[config.mk]
export PLATFORM = sky130hd
export DESIGN_NAME = md_sched
export DESIGN_NICKNAME = d
export VERILOG_FILES = /design/src/rtl/md_pkg.sv /design/src/rtl/md_calc.sv /design/src/rtl/md_sched.sv
export SDC_FILE = /design/constraint.sdc
export NUM_CORES = 2
export LEC_CHECK = 0
export CAP_MARGIN = 30
export CORE_MARGIN = 5
export CORE_UTILIZATION = 36
export DETAILED_ROUTE_END_ITERATION = 7
export GPL_TIMING_DRIVEN = 1
export SETUP_SLACK_MARGIN = 0.3
export SLEW_MARGIN = 15
export SYNTH_ARGS = -nofsm -noshare
export SYNTH_HDL_FRONTEND = slang
export SYNTH_SLANG_ARGS = --single-unit
[constraint.sdc]
create_clock -name clk -period 198.1 [get_ports clk]
set_clock_uncertainty 0.05 [all_clocks]
set_input_delay 59.43 -clock clk [delete_from_list [all_inputs] [get_ports clk]]
set_output_delay 59.43 -clock clk [all_outputs]
set_load 0.02 [all_outputs]
[src/rtl/md_pkg.sv]
// rtl/md_pkg.sv - shared encodings for the multiply/divide scheduler
package md_pkg;

    localparam int CNT_W = 4;

    typedef enum logic [2:0] {
        MD_NONE  = 3'd0,
        MD_MULT  = 3'd1,
        MD_MULTU = 3'd2,
        MD_DIV   = 3'd3,
        MD_DIVU  = 3'd4,
        MD_MTHI  = 3'd5,
        MD_MTLO  = 3'd6
    } md_op_e;

    typedef enum logic {
        ST_IDLE = 1'b0,
        ST_RUN  = 1'b1
    } md_state_e;

    function automatic logic md_is_arith(input logic [2:0] op);
        return (op >= 3'd1) && (op <= 3'd4);
    endfunction

endpackage

[src/rtl/md_calc.sv]
// rtl/md_calc.sv - combinational multiply/divide datapath on latched operands
module md_calc
    import md_pkg::*;
(
    input  md_op_e      op,
    input  logic [31:0] rs,
    input  logic [31:0] rt,
    output logic [31:0] hi_res,
    output logic [31:0] lo_res,
    output logic        dz
);

    logic        signed_op;
    logic        a_neg;
    logic        b_neg;
    logic [31:0] a_mag;
    logic [31:0] b_mag;
    logic [31:0] b_div;
    logic [63:0] prod_mag;
    logic [63:0] prod;
    logic [31:0] q_mag;
    logic [31:0] r_mag;
    logic [31:0] quot;
    logic [31:0] rem;

    // Work on magnitudes so 0x80000000 / -1 falls out as 0x80000000 rem 0
    always_comb begin
        signed_op = (op == MD_MULT) || (op == MD_DIV);
        a_neg     = signed_op & rs[31];
        b_neg     = signed_op & rt[31];
        a_mag     = a_neg ? (32'd0 - rs) : rs;
        b_mag     = b_neg ? (32'd0 - rt) : rt;
        dz        = ((op == MD_DIV) || (op == MD_DIVU)) && (rt == 32'd0);
        b_div     = (b_mag == 32'd0) ? 32'd1 : b_mag;

        prod_mag  = {32'd0, a_mag} * {32'd0, b_mag};
        prod      = (a_neg ^ b_neg) ? (64'd0 - prod_mag) : prod_mag;

        q_mag     = a_mag / b_div;
        r_mag     = a_mag % b_div;
        quot      = (a_neg ^ b_neg) ? (32'd0 - q_mag) : q_mag;
        rem       = a_neg ? (32'd0 - r_mag) : r_mag;

        hi_res    = 32'd0;
        lo_res    = 32'd0;
        case (op)
            MD_MULT, MD_MULTU: begin
                hi_res = prod[63:32];
                lo_res = prod[31:0];
            end
            MD_DIV, MD_DIVU: begin
                hi_res = rem;
                lo_res = quot;
            end
            default: ;
        endcase
    end

endmodule

[src/rtl/md_sched.sv]
// rtl/md_sched.sv - multiply/divide scheduler owning HI/LO and the MD stall request
module md_sched
    import md_pkg::*;
#(
    parameter int MULT_LAT = 5,
    parameter int DIV_LAT  = 10
) (
    input  logic        clk,
    input  logic        reset,
    input  logic        e_valid,
    input  logic [2:0]  e_mdop,
    input  logic [31:0] e_rs,
    input  logic [31:0] e_rt,
    input  logic        e_rdsel,
    input  logic        d_uses_md,
    output logic [31:0] e_mdrdata,
    output logic        busy,
    output logic        start,
    output logic        md_stall,
    output logic [31:0] hi,
    output logic [31:0] lo
);

    localparam logic [CNT_W-1:0] MULT_CNT = CNT_W'(MULT_LAT);
    localparam logic [CNT_W-1:0] DIV_CNT  = CNT_W'(DIV_LAT);

    md_state_e        state_q, state_d;
    logic [CNT_W-1:0] cnt_q, cnt_d;
    md_op_e           op_q, op_d;
    logic [31:0]      rs_q, rs_d;
    logic [31:0]      rt_q, rt_d;
    logic [31:0]      hi_q, hi_d;
    logic [31:0]      lo_q, lo_d;

    logic [31:0]      hi_res;
    logic [31:0]      lo_res;
    logic             dz;

    md_calc u_calc (
        .op     (op_q),
        .rs     (rs_q),
        .rt     (rt_q),
        .hi_res (hi_res),
        .lo_res (lo_res),
        .dz     (dz)
    );

    assign start     = e_valid & md_is_arith(e_mdop) & (state_q == ST_IDLE);
    assign busy      = (state_q == ST_RUN);
    assign md_stall  = d_uses_md & (start | busy);
    assign e_mdrdata = e_rdsel ? hi_q : lo_q;
    assign hi        = hi_q;
    assign lo        = lo_q;

    always_comb begin
        state_d = state_q;
        cnt_d   = cnt_q;
        op_d    = op_q;
        rs_d    = rs_q;
        rt_d    = rt_q;
        hi_d    = hi_q;
        lo_d    = lo_q;

        case (state_q)
            ST_IDLE: begin
                if (start) begin
                    state_d = ST_RUN;
                    op_d    = md_op_e'(e_mdop);
                    rs_d    = e_rs;
                    rt_d    = e_rt;
                    cnt_d   = (e_mdop == MD_MULT || e_mdop == MD_MULTU) ? MULT_CNT : DIV_CNT;
                end else if (e_valid && e_mdop == MD_MTHI) begin
                    hi_d = e_rs;
                end else if (e_valid && e_mdop == MD_MTLO) begin
                    lo_d = e_rs;
                end
            end
            ST_RUN: begin
                // Ops arriving here are protocol violations and are dropped
                cnt_d = cnt_q - 1'b1;
                if (cnt_q <= 1) begin
                    state_d = ST_IDLE;
                    cnt_d   = '0;
                    if (!dz) begin
                        hi_d = hi_res;
                        lo_d = lo_res;
                    end
                end
            end
            default: state_d = ST_IDLE;
        endcase
    end

    always_ff @(posedge clk or negedge reset) begin
        if (!reset) begin
            state_q <= ST_IDLE;
            cnt_q   <= '0;
            op_q    <= MD_NONE;
            rs_q    <= '0;
            rt_q    <= '0;
            hi_q    <= '0;
            lo_q    <= '0;
        end else begin
            state_q <= state_d;
            cnt_q   <= cnt_d;
            op_q    <= op_d;
            rs_q    <= rs_d;
            rt_q    <= rt_d;
            hi_q    <= hi_d;
            lo_q    <= lo_d;
        end
    end

endmodule

# [After elaboration in Yosys (flattened, before gate mapping)]
# Cells that the tools add are included.
# Widths: inputs -> output; s select.
[classes] addsub=6 multipliers=1 div=2 magnitude_cmp=3 n_eq_ne=15 muxes=27 n_bitwise=8 n_reduce_logical=14
[ops] op="$mux 32" count=15
[ops] op="$pmux 32 s2" count=4
[ops] op="$sub 1x32->32 const A" count=4
[ops] op="$logic_not 32->1" count=2
[ops] op="$mul 32x32->64" count=1
[ops] op="$mux 64" count=1
[ops] op="$sub 1x64->64 const A" count=1
[ops] op="$div 32x32->32" count=1
[ops] op="$mod 32x32->32" count=1
[ops] op="$mux 4" count=3
[ops] op="$eq 3x2->1 const B" count=3
[ops] op="$eq 3x3->1 const B" count=3
[ops] op="$ne 2x2->1 const B" count=4
[ops] op="$pmux 4 s2" count=1
[ops] op="$eq 3x1->1 const B" count=2
[ops] op="$ne 2x1->1 const B" count=3
[ops] op="$and 1x1->1" count=5
[ops] op="$reduce_and 5->1" count=1
[ops] op="$le 4x1->1 const B" count=1
[ops] op="$logic_and 1x1->1" count=4
[ops] op="$reduce_and 4->1" count=1
[ops] op="$reduce_or 2->1" count=2
[ops] op="$sub 4x1->4 const B" count=1
[ops] op="$ge 3x1->1 const B" count=1
[ops] op="8 further kinds" count=11
[word_totals] ff_bits=136 in_bits=72 out_inout_bits=99

# [Longest topological paths before layout]
[depth] depth_word=13 ltp_mapped=428 ltp_nobuf=380

# [By module]
# From an unflattened synthesis, not the netlist that was laid out.
[unflattened] hier_cells=10496 area_unflattened_um2=79028.3
[by_module_without_submodules] mod="md_calc" n_inst=1 cells_per_inst=9968 area_per_inst_um2=72315.6 seq_area_each_um2=0.0
[by_module_without_submodules] mod="md_sched" n_inst=1 cells_per_inst=528 area_per_inst_um2=6712.7 seq_area_each_um2=3403.3

# [Least setup slack after synthesis]
# OpenSTA, ideal clock, no wires.
[synth_timing] path_type="in2out" startpoint="input port e_mdop[1]" endpoint="output port start" t_arrival_ns=60.512 path_slack_ns=78.108 cell_stages=4 n_path_buf=1 path_cell_list="o21ai_0 > nand3_1 > nor2_1 > clkbuf_1"
[synth_via] elab_chain_cells=4
[synth_rtl] item="from (decl)" line="md_sched.sv:11" text="input logic [2:0] e_mdop,"
[synth_rtl] item="$ge 3x1->1 / $le 3x3->1 (equally long branches)" line="md_pkg.sv:22" text="return (op >= 3'd1) && (op <= 3'd4);"
[synth_rtl] item="$logic_and 1x1->1 (*)" line="md_pkg.sv:22"
[synth_rtl] item="$and 1x1->1 (*) (2 in series)" line="md_sched.sv:48" text="assign start = e_valid & md_is_arith(e_mdop) & (state_q == ST_IDLE);"
[synth_rtl] item="to (decl)" line="md_sched.sv:18" text="output logic start,"
# Mark *: on every way between the ends. The rest lies on a longest branch, timed or not.

# [Worst setup path in the final report]
[layout_timing] startpoint="input port e_mdop[1]" endpoint="output port md_stall"
[layout_via] elab_chain_cells=6
[layout_rtl] item="$ge 3x1->1 / $le 3x3->1 (equally long branches)" line="md_pkg.sv:22"
[layout_rtl] item="$logic_and 1x1->1 (*)" line="md_pkg.sv:22"
[layout_rtl] item="$and 1x1->1 (*) (2 in series)" line="md_sched.sv:48"
[layout_rtl] item="$or 1x1->1 (*)" line="md_sched.sv:50" text="assign md_stall = d_uses_md & (start | busy);"
[layout_rtl] item="$and 1x1->1 (*)" line="md_sched.sv:50"
[layout_rtl] item="to (decl)" line="md_sched.sv:19" text="output logic md_stall,"
# Marked as above.

==> results.txt <==
Fin. Hold Viols -> 0
Design Area, Final -> 83770 um^2
EDFF count, synth -> 0
Critical-path top delay cell -> clkdlybuf4s50_1
Post-CTS Resized -> 0
Mean Syn Cell Area -> 7.533 um^2
max_cap viols -> 0
fraction of layout cells with a size suffix above 1 -> 6.852%
reg2reg setup slack -> 91530 ps
Hold WC Path Type -> flop to flop
clk buf depth -> 2
CP Launch Point -> e_mdop[1]
worst path cell trace -> clkdlybuf4s50_1 -> or3_1 -> nand3_1 -> inv_1 -> nor2_1 -> nor2b_1 -> clkdlybuf4s50_1
non-filler cells in the finished layout -> 13038
Setup WS pre-CTS -> 77130 ps
WL final -> 367300 um
warnings from Yosys -> 0
Worst path max stage delay -> 540 ps
setup TNS -> 0 ps
DRC viols -> 0
cts hold-fix bufs -> 0
CP arrival -> 61480 ps
period utilization -> 61.06%
largest net degree at the start of global routing -> 94
status -> finished clean
initial antenna violation count -> 27
Setup WS post-layout -> 77140 ps
register area share after synthesis -> 4.418%
synthesized instance count -> 10227
Global Route Usage Sum -> 31.84%
row cnt -> 169
Setup Crit Path Kind -> input port to output pin
max-slew violations -> 0
worst-path maximum fanout -> 6
Rel. slew slack -> 26.61%
RSZ-0062 raised after global routing -> false
CTS Sinks -> 136
HPWL after DPL -> 289200 um
Root Driver -> clkbuf_16
dpl cells -> 12980
syn_nets -> 11969
Initial Utilization -> 36.25%
CP endpoint -> md_stall
Critical Path Source Type -> input port
RePlAce Congestion -> 1.025
number of setup buffers added after CTS -> 0
synthesized flop and latch total -> 136
Pre-antenna DRT Iters -> 6
fmax -> 0.008267 GHz
CP required -> 138620 ps
Die ar. -> 223400 um^2
Ports -> 171
hold depth -> 2
average wire per standard cell -> 28.17 um
number of buffers created by CTS -> 17
Avg Vias per Cell -> 6.073
FF-to-FF Start -> rt_q[26]$_DFFE_PN0P_
most frequent CP cell -> clkdlybuf4s50_1
RR Endpoint -> lo[28]$_DFFE_PN0P_
Layout area overhead -> 8.731%
Final ANT Viol Nets -> 0
clk_lat worst skew -> 510 ps
Total Nets Final -> 11930
minimum clock period -> 120960 ps
core area -> 212500 um^2
# H-tree levels -> 4
first-pass GRT wire length -> 530000 um
grt ovf -> 0
number of global-route vias before repair -> 78241
Yosys cell types -> 121
Setup-failing EPs final -> 0
kind of end point of the critical path -> output pin
Cell Area, Placed -> 82970 um^2
main flop type after synthesis -> dfrtp_1
Worst Tran Pin Value -> 1092 ps
Vias -> 79183
async set or reset register ratio after synthesis -> 100.0%
Worst Reg-to-Reg Cells -> 349
CTS tree -> built
Mapped Area -> 77040 um^2
clock-pin slew on the worst setup and hold paths -> 80 ps
Die W -> 472.6 um
Chip Height -> 472.6 um
Initial DRC Count -> 8346
Buffers on Ports -> 170
-- worst min path at each step --
stage | from | end | slack, ps
after floorplan | cnt_q[0]$_DFFE_PN0N_ | cnt_q[0]$_DFFE_PN0N_ | 460
final | hi[2]$_DFFE_PN0P_ | hi[2]$_DFFE_PN0P_ | 470
after global routing | hi[20]$_DFFE_PN0P_ | hi[20]$_DFFE_PN0P_ | 500
after detailed placement | hi[2]$_DFFE_PN0P_ | hi[2]$_DFFE_PN0P_ | 460
after global placement | rt_q[29]$_DFFE_PN0P_ | rt_q[29]$_DFFE_PN0P_ | 450
after CTS | hi[2]$_DFFE_PN0P_ | hi[2]$_DFFE_PN0P_ | 480
-- cells by family (layout without fill, tap and decap cells) --
logic type	Yosys count	after routing	share of synthesized area [%]
mux	182	182	2.603
flops	136	136	4.418
fa+ha+maj	1670	1670	35.86
simple gates	3480	3480	20.44
other cells	0	16	0
xor+xnor	617	617	7.024
buf+inv	1680	1654	8.335
compound gates	2462	2462	21.32
-- critical path, delay by kind of cell --
family,cells,cell delay [ps]
simple gates,4,910
buf+inv,3,1130
-- synth_stat cells, types with 52 or more instances --
cell type | count | area share [%]
dfrtp_1 | 136 | 4.4
a21oi_1 | 608 | 3.9
nand4_1 | 84 | 0.68
o21a_1 | 118 | 1.1
nand2_1 | 1532 | 7.5
nor2_1 | 876 | 4.3
nand2b_1 | 77 | 0.63
and3_1 | 52 | 0.42
o31ai_1 | 116 | 1.1
xnor2_1 | 392 | 4.5
or3_1 | 83 | 0.67
a21o_1 | 282 | 2.7
o21bai_1 | 53 | 0.52
buf_1 | 75 | 0.37
a31oi_1 | 123 | 1.0
inv_1 | 1185 | 5.8
ha_1 | 773 | 13
mux2_2 | 132 | 1.9
clkbuf_1 | 363 | 1.8
nor4_1 | 54 | 0.44
and2_1 | 53 | 0.43
nand3_1 | 178 | 1.2
a211oi_1 | 70 | 0.68
o21ai_0 | 463 | 3.0
o211ai_1 | 68 | 0.66
fa_1 | 897 | 23
xor2_1 | 224 | 2.5
nor3_1 | 194 | 1.3
nor2b_1 | 74 | 0.60
-- per-stage QoR --
step                      util (%)  hold WS (ps)
after global placement       39.02         449.6
after global routing         39.40         504.0
final                        39.42         474.3
after floorplan                  -         457.9
after CTS                    39.35         481.1
after detailed placement     39.04         461.6
-- flip-flops by register name (all words and copies together), names as in the netlist --
signal and flops:
cnt_q 4, rt_q 32, op_q 3, busy 1, rs_q 32, hi 32
lo 32
-- cell usage in the layout (no fill, tap or decap), types with 196 or more instances in the layout --
cell type and n:
o21ai_0 459, xor2_1 196, buf_4 249, fa_1 897, inv_1 1179, nand2_1 1532, nor2_1 871, a21oi_1 604
ha_1 773, xnor2_1 360, a21o_1 282
-- layout make-up --
cell class	count	area, um^2
clock inverters	15	222.7
flip-flops and latches	136	3408
repair buffers	430	3675
diodes	16	40.04
well taps	2821	3530
multi-input cells	8411	67990
clock buffers	17	425.4
inverters	1192	4474
fillers	22012	128700
-- metal layers --
| layer | track usage (%) | wire length [um] | vias to the layer above |
|---|---|---|---|
| li1 | - | - | 34792 |
| met1 | 38.82 | 141800 | 39522 |
| met2 | 51.24 | 165300 | 3754 |
| met3 | 5.388 | 29410 | 1103 |
| met4 | 22.39 | 30820 | 12 |
| met5 | 0 | 72 | - |
Power is not shown: default switching activity piles up to over one toggle a cycle in this logic, so the estimate is an artifact.
